### src/rtl/tomasulo_pkg.sv
// Shared types and helpers for the post-commit store buffer and its
// store-to-load forwarding lookup.
package tomasulo_pkg;

  localparam int SB_ADDR_W = 32;
  localparam int SB_DATA_W = 32;

  localparam logic [1:0] MEM_SZ_BYTE = 2'b00;
  localparam logic [1:0] MEM_SZ_HALF = 2'b01;
  localparam logic [1:0] MEM_SZ_WORD = 2'b10;

  typedef struct packed {
    logic [SB_ADDR_W-1:0] addr;
    logic [SB_DATA_W-1:0] data;
    logic [1:0]           size;
  } SB_Entry_t;

  // Bytes touched within the aligned word; bytes past the word boundary are cut off.
  function automatic logic [3:0] byte_mask(input logic [1:0] lsb, input logic [1:0] size);
    logic [3:0] m;
    case (size)
      MEM_SZ_BYTE: m = 4'b0001;
      MEM_SZ_HALF: m = 4'b0011;
      MEM_SZ_WORD: m = 4'b1111;
      default:     m = 4'b0000;
    endcase
    return m << lsb;
  endfunction

endpackage

### src/rtl/store_drain_scheduler_fwd.sv
// Per-load-port search of the store buffer, oldest to youngest so the
// youngest overlapping entry decides between forward and conflict.
module sb_fwd_lookup
  import tomasulo_pkg::*;
#(
  parameter int SB_DEPTH   = 8,
  parameter int ADDR_WIDTH = SB_ADDR_W,
  parameter int DATA_WIDTH = SB_DATA_W
) (
  input  SB_Entry_t                     entries [SB_DEPTH],
  input  logic [$clog2(SB_DEPTH)-1:0]   head,
  input  logic [$clog2(SB_DEPTH):0]     count,
  input  logic [ADDR_WIDTH-1:0]         ld_addr,
  input  logic [1:0]                    ld_size,
  output logic                          hit,
  output logic [DATA_WIDTH-1:0]         data,
  output logic                          conflict
);

  localparam int PW = $clog2(SB_DEPTH);
  localparam int CW = PW + 1;

  logic [SB_ADDR_W-1:0] ld_a;
  logic [3:0]           ld_mask;
  logic [PW-1:0]        slot;
  SB_Entry_t            e;

  assign ld_a    = SB_ADDR_W'(ld_addr);
  assign ld_mask = byte_mask(ld_a[1:0], ld_size);

  always_comb begin
    hit      = 1'b0;
    conflict = 1'b0;
    data     = '0;
    slot     = '0;
    e        = '0;
    for (int a = 0; a < SB_DEPTH; a++) begin
      slot = head + PW'(a);
      e    = entries[slot];
      if ((CW'(a) < count) && (e.addr[SB_ADDR_W-1:2] == ld_a[SB_ADDR_W-1:2]) &&
          ((byte_mask(e.addr[1:0], e.size) & ld_mask) != 4'b0000)) begin
        if ((e.addr == ld_a) && (e.size == ld_size)) begin
          hit      = 1'b1;
          conflict = 1'b0;
          data     = DATA_WIDTH'(e.data);
        end else begin
          hit      = 1'b0;
          conflict = 1'b1;
          data     = '0;
        end
      end
    end
  end

endmodule

### src/rtl/store_drain_scheduler.sv
// Post-commit store buffer: compacts up to ISSUE_WIDTH retired stores per cycle
// and drains one per cycle to the data-memory write port. STORE_FWD_EN adds forwarding ports.
module store_drain_scheduler
  import tomasulo_pkg::*;
#(
  parameter int ISSUE_WIDTH = 3,
  parameter int SB_DEPTH    = 8,
  parameter int ADDR_WIDTH  = SB_ADDR_W,
  parameter int DATA_WIDTH  = SB_DATA_W
`ifdef STORE_FWD_EN
  , parameter int NUM_LD_PORTS = 2
`endif
) (
  input  logic                                   clk,
  input  logic                                   rst,
  input  logic [ISSUE_WIDTH-1:0]                 commit_valid,
  input  logic [ISSUE_WIDTH-1:0][ADDR_WIDTH-1:0] commit_addr,
  input  logic [ISSUE_WIDTH-1:0][DATA_WIDTH-1:0] commit_data,
  input  logic [ISSUE_WIDTH-1:0][1:0]            commit_size,
  output logic                                   commit_ready,
  input  logic                                   drain_hold,
  output logic                                   mem_write_en,
  output logic [ADDR_WIDTH-1:0]                  mem_write_addr,
  output logic [DATA_WIDTH-1:0]                  mem_write_data,
  output logic [1:0]                             mem_write_size,
  output logic [$clog2(SB_DEPTH):0]              sb_count,
  output logic                                   sb_empty,
  output logic                                   overflow_err
`ifdef STORE_FWD_EN
  , input  logic [NUM_LD_PORTS-1:0][ADDR_WIDTH-1:0] fwd_addr,
  input  logic [NUM_LD_PORTS-1:0][1:0]              fwd_size,
  output logic [NUM_LD_PORTS-1:0]                   fwd_hit,
  output logic [NUM_LD_PORTS-1:0][DATA_WIDTH-1:0]   fwd_data,
  output logic [NUM_LD_PORTS-1:0]                   fwd_conflict
`endif
);

  localparam int PW = $clog2(SB_DEPTH);
  localparam int CW = PW + 1;
  localparam logic [CW-1:0] DEPTH_C = CW'(SB_DEPTH);
  localparam logic [CW-1:0] ISSUE_C = CW'(ISSUE_WIDTH);
  localparam logic [CW-1:0] ONE_C   = CW'(1);

  SB_Entry_t                        sb_mem [SB_DEPTH];
  SB_Entry_t                        head_entry;
  logic [PW-1:0]                    head, tail;
  logic [CW-1:0]                    count, count_next, free_slots, n_acc;
  logic                             ready_q, err_q, pop, dropped;
  logic [ISSUE_WIDTH-1:0]           lane_acc;
  logic [ISSUE_WIDTH-1:0][PW-1:0]   lane_slot;

  assign free_slots = DEPTH_C - count;
  assign pop        = (count != '0) && !drain_hold && !rst;
  assign dropped    = |(commit_valid & ~lane_acc);
  assign count_next = count + n_acc - {{(CW-1){1'b0}}, pop};

  // Lane compaction: the k-th valid lane lands at tail+k and only if it fits.
  always_comb begin
    n_acc     = '0;
    lane_acc  = '0;
    lane_slot = '0;
    for (int i = 0; i < ISSUE_WIDTH; i++) begin
      lane_slot[i] = tail + n_acc[PW-1:0];
      if (commit_valid[i] && (n_acc < free_slots)) begin
        lane_acc[i] = 1'b1;
        n_acc       = n_acc + ONE_C;
      end
    end
  end

  always_ff @(posedge clk) begin
    if (rst) begin
      head    <= '0;
      tail    <= '0;
      count   <= '0;
      ready_q <= 1'b1;
      err_q   <= 1'b0;
    end else begin
      head    <= head + PW'(pop);
      tail    <= tail + n_acc[PW-1:0];
      count   <= count_next;
      ready_q <= (DEPTH_C - count_next) >= ISSUE_C;
      if (dropped) err_q <= 1'b1;
    end
  end

  always_ff @(posedge clk) begin
    for (int i = 0; i < ISSUE_WIDTH; i++) begin
      if (!rst && lane_acc[i]) begin
        sb_mem[lane_slot[i]] <= '{addr: SB_ADDR_W'(commit_addr[i]),
                                  data: SB_DATA_W'(commit_data[i]),
                                  size: commit_size[i]};
      end
    end
  end

  // Drain reads the pre-push head, so a commit never bypasses straight to memory.
  assign head_entry     = sb_mem[head];
  assign mem_write_en   = pop;
  assign mem_write_addr = pop ? ADDR_WIDTH'(head_entry.addr) : '0;
  assign mem_write_data = pop ? DATA_WIDTH'(head_entry.data) : '0;
  assign mem_write_size = pop ? head_entry.size : 2'b00;

  assign sb_count     = count;
  assign sb_empty     = (count == '0);
  assign commit_ready = ready_q;
  assign overflow_err = err_q;

`ifdef STORE_FWD_EN
  for (genvar p = 0; p < NUM_LD_PORTS; p++) begin : g_fwd
    sb_fwd_lookup #(
      .SB_DEPTH  (SB_DEPTH),
      .ADDR_WIDTH(ADDR_WIDTH),
      .DATA_WIDTH(DATA_WIDTH)
    ) u_lookup (
      .entries (sb_mem),
      .head    (head),
      .count   (count),
      .ld_addr (fwd_addr[p]),
      .ld_size (fwd_size[p]),
      .hit     (fwd_hit[p]),
      .data    (fwd_data[p]),
      .conflict(fwd_conflict[p])
    );
  end
`endif

endmodule

### config.mk
export PLATFORM = sky130hd
export DESIGN_NAME = store_drain_scheduler
export DESIGN_NICKNAME = d
export VERILOG_FILES = /design/src/rtl/tomasulo_pkg.sv /design/src/rtl/store_drain_scheduler_fwd.sv /design/src/rtl/store_drain_scheduler.sv
export SDC_FILE = /design/constraint.sdc
export NUM_CORES = 1
export LEC_CHECK = 0
export ABC_AREA = 0
export BUFFER_PORTS_ARGS = -buffer_cell sky130_fd_sc_hd__buf_2
export CAP_MARGIN = 10
export CORE_ASPECT_RATIO = 0.9
export CORE_UTILIZATION = 25
export CTS_CLUSTER_SIZE = 16
export DETAILED_ROUTE_END_ITERATION = 12
export GPL_ROUTABILITY_DRIVEN = 0
export SLEW_MARGIN = 20
export SYNTH_ARGS = -nofsm -noshare
export SYNTH_HDL_FRONTEND = slang
export SYNTH_SLANG_ARGS = --single-unit
### constraint.sdc
create_clock -name clk -period 13.16 [get_ports clk]
set_input_delay 1.316 -clock clk [delete_from_list [all_inputs] [get_ports clk]]
set_output_delay 1.316 -clock clk [all_outputs]
set_load 0.02 [all_outputs]
==> impl_metrics.yaml <==
status:
  outcome: "finished clean"
yosys:
  synth_largest_area_cell: "edfxtp_1"
  synth_top_family_by_area: "multiplexers"
  async_reset_ff_share_pct: 0
  yosys.area_share.simple_pct: 1.834
  ys_seq_area_share_pct: 47.57
  synth_edf_count: 528
  syn_area_um2: 33830
  yosys_warnings: 0
  syn_avg_cell_area_um2: 15.46
  synthAdderAreaFrac_pct: 0.7100
  synthMuxAreaShare_pct: 46.01
  synthXorXnorAreaFrac_pct: 0.2848
  synthFlopType: "edfxtp_1"
  synth_top_cell_area_share_pct: 46.86
  synth_cells: 2189
  synth_compound_area_share_pct: 0.8801
  ys_ff_latch: 540
  syn_nets: 2411
  synth_cell_types: 48
  synth.area.top_cells: "edfxtp_1 47%, mux2_2 34%, mux4_2 8.8%"
setup_path:
  critPathLaunchType: "register"
  worstSetupPathType: "register to register"
  crit_path_end_kind: "register"
  rrSetupSlack_ns: 7.01
  crit_required_ns: 13.41
  worst-path-max-fanout: 46
  crit_arrival_ns: 6.40
die:
  die_w_um: 389.8
  core_region_area_um2: 133800
  dieArea_um2: 136800
  initial_core_util_pct: 25.29
  io_pins: 278
  die_h_um: 351
  rows: 127
timing:
  rsz0062_at_grt: "no"
  finalSetupTns_ns: 0
  min_period_ns: 6.147
  fmax_mhz: 162.7
  final-setup-viol-count: 0
  fin_worst_skew_ns: 0.03212
  tightest_slew_ns: 1.126
  min_period_over_period_pct: 46.71
  relSlewSlack_pct: 24.94
  hold_slack_ns: 0.5227
  maxSlewViolCount: 0
  hold_viol: 0
cts:
  cts_tree: "yes"
  numCtsBuffers: 58
  clock-sinks: 540
  clkSlewWorstSetupHoldPaths_ns: 0.06
  cts_max_level: 2
  clock_path_buffers: 3
  ctsResizeCount: 0
  cts-root-buf: "clkbuf_16"
  post_cts_buffers: 0
  clock_latency_ns: 0.66
  hold_buffers: 0
routing:
  routedWlPerCell_um: 25.68
  drc_errors: 0
  drt_wl_total_mm: 109.7
  drt_pass1_iterations: 5
  via_count: 20760
  avgViaCountPerCell: 4.857
  first_iter_violations: 1814
  ant_nets: 0
global_routing:
  grt_overflow: 0
  grt_first_pass_wirelength_mm: 158.6
  grt_pass1_vias: 21370
  antenna_found_initial: 46
  grt_max_degree: 55
  grt_use_total_pct: 15.79
final_layout:
  layout-drive-gt1-share_pct: 64.60
  final_cell_mix: "1020 x mux2_2, 528 x edfxtp_1, 277 x buf_2, 132 x mux4_2, 83 x nor2_1"
  layout.area.seq_um2: 16110
  area_delta_synth_final_pct: 15.66
  multiInputGateArea_um2: 16970
  layout_commonest_cell: "mux2_2"
  final_net_count: 2629
  n_fill_cell: 13540
min_path:
  hold_class: "register to register"
power:
  p_leak_nw: 13.02
  ir_drop_mv: 0.1406
  power.total_mw: 6.603
  power-per-cell-area_nw_per_um2: 168.8
placed_design:
  dp_hpwl_mm: 66.27
  io_buffer_count: 277
job:
  cap_violations: 0
-- through the flow --
stage	cell area, um^2	cells	utilization, %	setup WS (ns)
4_1_cts	39100	4261	29.22	6.960
5_1_grt	39110	4264	29.23	6.620
3_5_place_dp	37140	4153	27.76	6.549
3_3_place_gp	37140	4153	27.76	6.575
6_report	39130	4273	29.25	7.013
2_1_floorplan	33830	2189	-	2.296
-- flip-flops by register name, indices dropped and copies added (netlist names) --
register      cells
tail              3
overflow_err      1
sb_mem          528
sb_count          4
commit_ready      1
head              3
-- report_power, final --
group          leakage (nW)  switching [mW]  internal (mW)
Clock                 0.932           0.756          0.989
Combinational          7.18            1.27          0.985
Sequential             4.91           0.136           2.47
-- final cells by class --
class                           instances  area share (%)
Timing Repair Buffer                  323           4.435
Tap cell                             1806           5.775
Antenna cell                           12         0.07674
Clock inverter                         38           1.065
Sequential cell                       540           41.16
Inverter                               20          0.1918
Clock buffer                           70           3.933
Multi-Input combinational cell       1464           43.36
-- path summary, 6_finish.rpt --
kind,start,end,depth (start not counted)
worst max register to register,sb_count[0]$_SDFF_PP0_,sb_mem[2][2]$_DFFE_PP_,14
worst min register to register,overflow_err$_SDFFE_PP0P_,overflow_err$_SDFFE_PP0P_,2
worst min-delay path,overflow_err$_SDFFE_PP0P_,overflow_err$_SDFFE_PP0P_,2
worst max-delay path,sb_count[0]$_SDFF_PP0_,sb_mem[2][2]$_DFFE_PP_,14
-- Yosys cell counts (10+ instances only) --
cell type,number
mux2i_1,69
mux2_1,37
inv_1,19
buf_1,19
mux2_2,1020
clkbuf_1,48
nor2_1,83
nand3_1,11
dfxtp_1,12
buf_6,16
a21oi_1,10
ha_1,16
nand2_1,12
mux4_2,132
edfxtp_1,528
buf_2,82
-- routing by layer --
metal,track usage (%),routed length (um),up-vias
li1,-,-,9193
met4,3.073,1858,24
met1,21.49,48790,10720
met3,2.945,6549,171
met5,0,154,-
met2,26.14,52390,653
-- critical path: stages (launching register included) --
cell,delay [ns]
dfxtp_1,0.36
inv_1,0.12
ha_1,0.19
or3b_1,0.23
o31ai_2,0.20
a21oi_1,0.81
inv_1,0.26
ha_1,0.41
ha_1,0.21
ha_1,0.35
nor4b_1,0.76
nand2b_4,0.39
o211ai_1,0.20
buf_4,0.39
buf_4,0.82
-- kinds of logic after synthesis --
kind of cell,after synthesis
multiplexers,1258
flip-flops,540
buffers and inverters,185
AND/OR/NAND/NOR,138
AO/OA/AOI/OAI,39
adder cells (fa/ha/maj),18
XOR/XNOR,11
Note: power is estimated with default switching activity, not from simulation.
